## src/rtl/memory_stage_ctrl.sv

```systemverilog
// Memory-stage controller: issues dmem requests from the EX/MEM latch, stalls upstream while a
// request is outstanding, loads MEM/WB, and keeps sticky halt plus access/stall counters.
module memory_stage_ctrl (
    input  logic        CLK,
    input  logic        RST,
    input  logic        valid_MEM,
    input  logic        RegWr_MEM,
    input  logic [4:0]  wsel_MEM,
    input  logic        memtoReg_MEM,
    input  logic        memWr_MEM,
    input  logic        halt_MEM,
    input  logic [31:0] Output_Port_MEM,
    input  logic [31:0] store_data_MEM,
    input  logic        dhit,
    input  logic [31:0] dmemload,
    output logic        dmemREN,
    output logic        dmemWEN,
    output logic [31:0] dmemaddr,
    output logic [31:0] dmemstore,
    output logic        mem_stall,
    output logic        valid_WB,
    output logic        RegWr_WB,
    output logic [4:0]  wsel_WB,
    output logic [31:0] wdat_WB,
    output logic        halt,
    output logic [31:0] memop_count,
    output logic [31:0] stall_count
);

    typedef enum logic [1:0] {IDLE = 2'd0, ACCESS = 2'd1, HALTED = 2'd2} state_t;
    state_t state, state_next;

    logic        cap_store, cap_regwr;
    logic [4:0]  cap_wsel;
    logic [31:0] cap_addr, cap_data;

    logic        memop, capture, complete, halt_set;
    logic        valid_n, regwr_n;
    logic [4:0]  wsel_n;
    logic [31:0] wdat_n;

    // A load+store combination is treated as a store.
    assign memop = valid_MEM & (memtoReg_MEM | memWr_MEM) & ~halt;

    always_ff @(posedge CLK or posedge RST) begin
        if (RST) state <= IDLE;
        else     state <= state_next;
    end

    always_comb begin
        state_next = state;
        dmemREN    = 1'b0;
        dmemWEN    = 1'b0;
        dmemaddr   = '0;
        dmemstore  = '0;
        mem_stall  = 1'b0;
        capture    = 1'b0;
        complete   = 1'b0;
        halt_set   = 1'b0;
        valid_n    = 1'b0;
        regwr_n    = 1'b0;
        wsel_n     = wsel_WB;
        wdat_n     = wdat_WB;
        case (state)
            IDLE: begin
                if (valid_MEM && halt_MEM) begin
                    valid_n    = 1'b1;
                    wsel_n     = wsel_MEM;
                    wdat_n     = Output_Port_MEM;
                    halt_set   = 1'b1;
                    state_next = HALTED;
                end else if (memop) begin
                    dmemREN   = ~memWr_MEM;
                    dmemWEN   = memWr_MEM;
                    dmemaddr  = Output_Port_MEM;
                    dmemstore = store_data_MEM;
                    if (dhit) begin
                        complete = 1'b1;
                        valid_n  = 1'b1;
                        regwr_n  = RegWr_MEM & ~memWr_MEM;
                        wsel_n   = wsel_MEM;
                        wdat_n   = memWr_MEM ? Output_Port_MEM : dmemload;
                    end else begin
                        mem_stall  = 1'b1;
                        capture    = 1'b1;
                        state_next = ACCESS;
                    end
                end else if (valid_MEM) begin
                    valid_n = 1'b1;
                    regwr_n = RegWr_MEM;
                    wsel_n  = wsel_MEM;
                    wdat_n  = Output_Port_MEM;
                end
            end
            ACCESS: begin
                dmemREN   = ~cap_store;
                dmemWEN   = cap_store;
                dmemaddr  = cap_addr;
                dmemstore = cap_data;
                if (dhit) begin
                    complete   = 1'b1;
                    valid_n    = 1'b1;
                    regwr_n    = cap_regwr & ~cap_store;
                    wsel_n     = cap_wsel;
                    wdat_n     = cap_store ? cap_addr : dmemload;
                    state_next = IDLE;
                end else begin
                    mem_stall = 1'b1;
                end
            end
            HALTED: ;
            default: state_next = IDLE;
        endcase
        // Reset forces the FSM to IDLE at once; keep live inputs from re-raising a request.
        if (RST) begin
            dmemREN   = 1'b0;
            dmemWEN   = 1'b0;
            mem_stall = 1'b0;
        end
    end

    always_ff @(posedge CLK or posedge RST) begin
        if (RST) begin
            cap_store   <= 1'b0;
            cap_regwr   <= 1'b0;
            cap_wsel    <= '0;
            cap_addr    <= '0;
            cap_data    <= '0;
            valid_WB    <= 1'b0;
            RegWr_WB    <= 1'b0;
            wsel_WB     <= '0;
            wdat_WB     <= '0;
            halt        <= 1'b0;
            memop_count <= '0;
            stall_count <= '0;
        end else begin
            if (capture) begin
                cap_store <= memWr_MEM;
                cap_regwr <= RegWr_MEM;
                cap_wsel  <= wsel_MEM;
                cap_addr  <= Output_Port_MEM;
                cap_data  <= store_data_MEM;
            end
            valid_WB <= valid_n;
            RegWr_WB <= regwr_n;
            wsel_WB  <= wsel_n;
            wdat_WB  <= wdat_n;
            if (halt_set) halt <= 1'b1;
            if (complete && memop_count != '1) memop_count <= memop_count + 32'd1;
            if (mem_stall && stall_count != '1) stall_count <= stall_count + 32'd1;
        end
    end

endmodule

```

## config.mk

```make
export PLATFORM = sky130hd
export DESIGN_NAME = memory_stage_ctrl
export DESIGN_NICKNAME = d
export VERILOG_FILES = /design/src/rtl/memory_stage_ctrl.sv
export SDC_FILE = /design/constraint.sdc
export NUM_CORES = 1
export LEC_CHECK = 0
export BUFFER_PORTS_ARGS = -buffer_cell sky130_fd_sc_hd__buf_2
export CORE_ASPECT_RATIO = 2
export CORE_UTILIZATION = 45
export CTS_CLUSTER_SIZE = 28
export DETAILED_ROUTE_END_ITERATION = 16
export PLACE_DENSITY = 0.75
export SLEW_MARGIN = 20
export SYNTH_ARGS = -nofsm -noshare
export SYNTH_HDL_FRONTEND = slang
export SYNTH_SLANG_ARGS = --single-unit
```

## constraint.sdc

```tcl
create_clock -name CLK -period 6.2 [get_ports CLK]
set_input_delay 1.24 -clock CLK [delete_from_list [all_inputs] [get_ports CLK]]
set_output_delay 1.24 -clock CLK [all_outputs]
set_load 0.1 [all_outputs]
```

# [Word-level counts from Yosys, hierarchy flattened]
# Cells that the tools add are included.
[totals] in_bits=109 word_cells=95 register_bits=177
[classes] n_mux=55 n_addsub=2 reduce_logical=7 bitwise=9 eq_ne=9
[op_table] op="32-bit 2-to-1 mux" count=11
[op_table] op="32-bit case mux with 2 select lines" count=3
[op_table] op="32-bit by 1-bit adder with 32-bit output (second input constant)" count=2
[op_table] op="32-bit != test (second input constant)" count=2
[op_table] op="5-bit 2-to-1 mux" count=5
[op_table] op="1-bit 2-to-1 mux" count=24
[op_table] op="1-bit case mux with 2 select lines" count=6
[op_table] op="5-bit case mux with 2 select lines" count=1
[op_table] op="2-bit 2-to-1 mux" count=4
[op_table] op="4-bit != test (second input constant)" count=2
[op_table] op="4-bit AND reduction" count=2
[op_table] op="3-bit != test (second input constant)" count=2
[op_table] op="2-bit case mux with 3 select lines" count=1
[op_table] op="1-bit AND" count=4
[op_table] op="1-bit NOT" count=4
[op_table] op="1-bit logical AND" count=3
[op_table] op="2-bit by 1-bit equality test with 1-bit output (second input constant)" count=1
[op_table] op="2-bit equality test (second input constant)" count=1
[op_table] op="2-bit logical NOT" count=1
[op_table] op="2-bit != test (second input constant)" count=1
[op_table] op="2-bit nonzero test" count=1
[op_table] op="1-bit OR" count=1

# [Logic depth before layout (Yosys ltp)]
[logic_depth] ltp_word=8 mapped_depth=7 ltp_nobuf=6

# [Worst setup path after synthesis]
# No wires, ideal clock.
[synth_timing] path_type="input-to-output" start="input port valid_MEM" end="output port dmemWEN" arrival_time_ps=4224 required_ps=4960 setup_slack_ps=736 cell_stages=6 path_cell_list="nor3b_4 o21ai_2 nor3_1 buf_2 nand2_1 a21boi_0"
[synth_between] elab_chain_cells=6
[synth_rtl] item="start: declaration" line_no="6" rtl="input logic valid_MEM,"
[synth_rtl] item="1-bit AND (2 in series)" line_no="43" rtl="assign memop = valid_MEM & (memtoReg_MEM | memWr_MEM) & ~halt;"
[synth_rtl] item="1-bit 2-to-1 mux" line_no="72" rtl="end else if (memop) begin"
[synth_rtl] item="1-bit 2-to-1 mux (*)" line_no="66" rtl="if (valid_MEM && halt_MEM) begin"
[synth_rtl] item="1-bit case mux with 2 select lines (*)" line_no="64" rtl="case (state)"
[synth_rtl] item="1-bit 2-to-1 mux (*)" line_no="115" rtl="if (RST) begin"
[synth_rtl] item="end: declaration" line_no="17" rtl="output logic dmemWEN,"
# Mark *: on every way between the ends. The rest lies on a longest branch, timed or not.

# [Worst setup path in the final report]
# Same ends and word-level chain as after synthesis.

==> impl.org <==
** Status
- The run finished with clean final reports.

** Die
- Row generation in the floorplan step produced 70 rows.
- The floorplan step defined a die boundary enclosing 19500 sq um.
- Measured along the y axis, the die boundary spans 197 um.
- Std-Cell Core Area :: 18400 sq um
- The die is 99.3 um wide.
- I/O pin count :: 280
- Initial core utilization :: 0.463

** STA
- Setup slack of the critical path after layout :: 1600 ps
- Dividing the final minimum period by the clock period gives 0.741.
- Maximum achievable frequency :: 0.218 GHz
- On the final layout, the worst hold slack is 472 ps.
- Slew at the pin closest to its max-slew limit :: 1080 ps
- Total negative slack for setup checks :: 0 ps
- Setup clock skew after layout :: 9.03 ps
- Setup repair after global routing left no endpoint under its margin.
- # setup viols final :: 0
- Final Max Slew Viols :: 0
- The smallest clock period supported by the final layout is computed as 4600 ps.
- Hold Vio Cnt, Final :: 0
- Rel. slew slack :: 0.279

** GRT
- The first global-routing pass estimated 36400 um of wire.
- Total routing usage reported by global routing :: 0.242
- The via count of the first global-routing pass came to 7155.
- Entering global routing, the biggest net connects 76 pins.
- Summed over all layers, the global routing overflow is 0.
- Number of antenna violations at the first check in global routing :: 5

** Worst setup path
- Data required, critical path :: 4960 ps
- The worst setup path is launched from an input port.
- Walking the worst path, the cells encountered are buf_2 > nor3b_4 > o21ai_2 > nor3_2 > buf_4 > nand2_1 > a21boi_0 > buf_2.
- Slowest cell on the critical path :: buf_4
- Type of element capturing the critical path :: output pin
- Slack of the worst reg-to-reg path :: 3630 ps
- The kind of cell with the highest combined delay along the critical path is buffers and inverters.
- Endpoint arrival time on the critical path :: 3360 ps
- The setup path with the least slack is of type input port to output pin.
- The cell that appears most often on the critical path is buf_2.
- Critical path peak fanout :: 65
- Buffers and inverters on the worst path :: 3
- Crit path largest cell delay :: 640 ps

** Clock tree
- Number of sinks driven by the clock tree :: 177
- Hold repair after CTS inserted 0 buffers.
- After clock tree synthesis, the clock-pin slew on the worst setup and hold paths is 70 ps.
- TritonCTS built the clock tree.
- Number of H-tree branching levels :: 4
- The later pin in the worst-skew pair is clocked with a latency of 430 ps.
- The number of gates resized after CTS was 0.
- # Post-CTS Setup Buffers :: 0
- Number of buffers created by CTS :: 17
- The clock passes through at most 2 buffers.
- The tree is rooted in a clkbuf_16.

** Flow run
- Max_cap viols :: 0

** Drt
- Per-cell routed wire length :: 18.7 um
- Number of remaining DRC errors :: 0
- Post-detailed-routing wire length :: 23300 um
- For this block, the initial DRC count from the detailed router was 283.
- Via count :: 7093
- Average via count per standard cell :: 5.70
- DRT Pass-1 Iters :: 4
- Once detail routing completed, the nets flagged for antenna violations numbered 0.

** Synth
- Synthesis handed over a netlist of 753 instances.
- Count of state elements after synthesis :: 177
- Post-Synthesis Net Count :: 864
- Yosys warns :: 0
- Cell variety after synth :: 52
- The share of the Yosys chip area taken by registers is 0.520.
- The average instance in the mapped netlist occupies 11.3 sq um.
- The synthesized netlist occupies a cell area of 8520 sq um.

** Finish
- Commonest cells after routing, fill and taps aside :: buf_2, dfrtp_1, a22o_1
- Total of fill cells in the finished design :: 1610
- Fin nets :: 1123
- Most common cell after layout, fill and taps aside :: buf_2
- In the final layout, the share of cells above drive strength 1 is 0.391.
- P&R area growth vs syn :: 24.5%

** Placed design
- After legalization and detailed placement, the total HPWL measured 16400 um.
- Worst Setup Slack post-DPL :: 1630 ps
- Input and output buffers added on the ports amount to 279.
- GPL Wtd Cong :: 0.873

** Power and ir drop
- Net switching power :: 1.55 mW
- Combinational share of power :: 0.322
- The internal portion of the total power is 2.10 mW.
- Total power for the finished layout comes to 3.65 mW.
- Clock network fraction of total power :: 0.290
- The share of total power dissipated in sequential elements is 0.388.
- For this design the static power due to leakage is 5.59 nW.
- Dividing total power by cell area gives a power density of 344 nW/um^2.
- Largest vdd supply drop :: 0.196 mV
- Fraction of power spent switching nets :: 0.425

** Hold path
- The path class of the tightest hold or removal check is flop to flop.
Yosys cell counts (all sizes together):
cell / n / area share
a211o: 1 / 0.0010
a21boi: 2 / 0.0022
a21oi: 2 / 0.0012
a22o: 64 / 0.066
a31o: 1 / 0.0010
and2: 4 / 0.0029
and3: 10 / 0.0073
and4: 5 / 0.0051
and4bb: 1 / 0.0015
buf: 26 / 0.020
clkbuf: 23 / 0.010
dfrtp: 177 / 0.52
ha: 2 / 0.0029
inv: 8 / 0.0035
mux2: 75 / 0.099
mux2i: 6 / 0.0070
nand2: 62 / 0.027
nand3: 16 / 0.010
nand3b: 1 / 0.00088
nand4: 28 / 0.021
nand4b: 2 / 0.0021
nor2: 55 / 0.024
nor2b: 1 / 0.00073
nor3: 26 / 0.016
nor3b: 3 / 0.0040
nor4: 8 / 0.0094
nor4b: 2 / 0.0028
o2111a: 2 / 0.0026
o2111ai: 1 / 0.0010
o211ai: 3 / 0.0032
o21ai: 7 / 0.0046
o22ai: 32 / 0.023
o311ai: 1 / 0.0019
o31ai: 32 / 0.028
or2: 1 / 0.00073
or3: 2 / 0.0021
xnor2: 26 / 0.027
xor2: 35 / 0.036
cells by family after synthesis:
| family | Yosys count | share of synthesized area |
|---|---|---|
| xor+xnor | 61 | 0.0627 |
| flops | 177 | 0.520 |
| fa+ha+maj | 2 | 0.00294 |
| mux | 81 | 0.106 |
| simple gates | 227 | 0.138 |
| buf+inv | 57 | 0.0338 |
| compound gates | 148 | 0.136 |
per-layer routing:
metal	track usage	part of all wire	wire, um
met1	0.258	0.37	8590
met2	0.439	0.54	12500
met3	0.0504	0.053	1250
met4	0.131	0.042	970
met5	0	0.00039	9
power groups by stage:
stage,Sequential (mW),Clock [mW],Combinational (mW)
after global placement,1.43,0,1.17
after CTS,1.42,1.08,1.18
final,1.42,1.06,1.18
after global routing,1.44,1.12,1.23
after floorplan,2.22,0,0.172
after detailed placement,1.44,0,1.18
stage by stage:
| stage | instance area [sq um] | util | cells |
|---|---|---|---|
| 2_1_floorplan | 8520 | - | 753 |
| 3_3_place_gp | 10000 | 0.545 | 1209 |
| 3_5_place_dp | 10000 | 0.545 | 1209 |
| 4_1_cts | 10600 | 0.576 | 1241 |
| 5_1_grt | 10600 | 0.577 | 1245 |
| 6_report | 10600 | 0.577 | 1245 |
flip-flops by register name, indices dropped and copies added, names as in the netlist:
register / cells
valid_WB: 1
state: 2
cap_regwr: 1
RegWr_WB: 1
stall_count: 32
memop_count: 32
halt: 1
cap_store: 1
wsel_WB: 5
cap_wsel: 5
cap_data: 32
cap_addr: 32
wdat_WB: 32
path summary, 6_finish.rpt:
| check | startpoint | depth (start not counted) | to |
|---|---|---|---|
| max | valid_MEM | 8 | dmemWEN |
| min reg2reg | wdat_WB[12]$_DFFE_PP0P_ | 2 | wdat_WB[12]$_DFFE_PP0P_ |
| min in group asynchronous | RST | 2 | memop_count[20]$_DFFE_PP0P_ |
| max in group asynchronous | RST | 3 | cap_data[6]$_DFFE_PP0P_ |
| max reg2reg | state[0]$_DFFE_PP0P_ | 6 | wdat_WB[27]$_DFFE_PP0P_ |
| min | wdat_WB[12]$_DFFE_PP0P_ | 2 | wdat_WB[12]$_DFFE_PP0P_ |
final cells by class:
| class | count | area (sq um) | area share |
|---|---|---|---|
| clock inverters | 13 | 126 | 0.0119 |
| inverters | 8 | 35.0 | 0.00330 |
| multi-input cells | 519 | 3810 | 0.360 |
| diodes | 4 | 10.0 | 0.000943 |
| clock buffers | 19 | 453 | 0.0427 |
| repair buffers | 289 | 1470 | 0.139 |
| flip-flops and latches | 177 | 4430 | 0.417 |
| well taps | 216 | 270 | 0.0255 |
tightest hold or removal path, delay by kind of cell, from the launching register on:
family | cells | cell delay, ps
compound gates | 1 | 60
simple gates | 1 | 50
flops | 1 | 340
No activity file was read; power rests on OpenSTA's default activity.
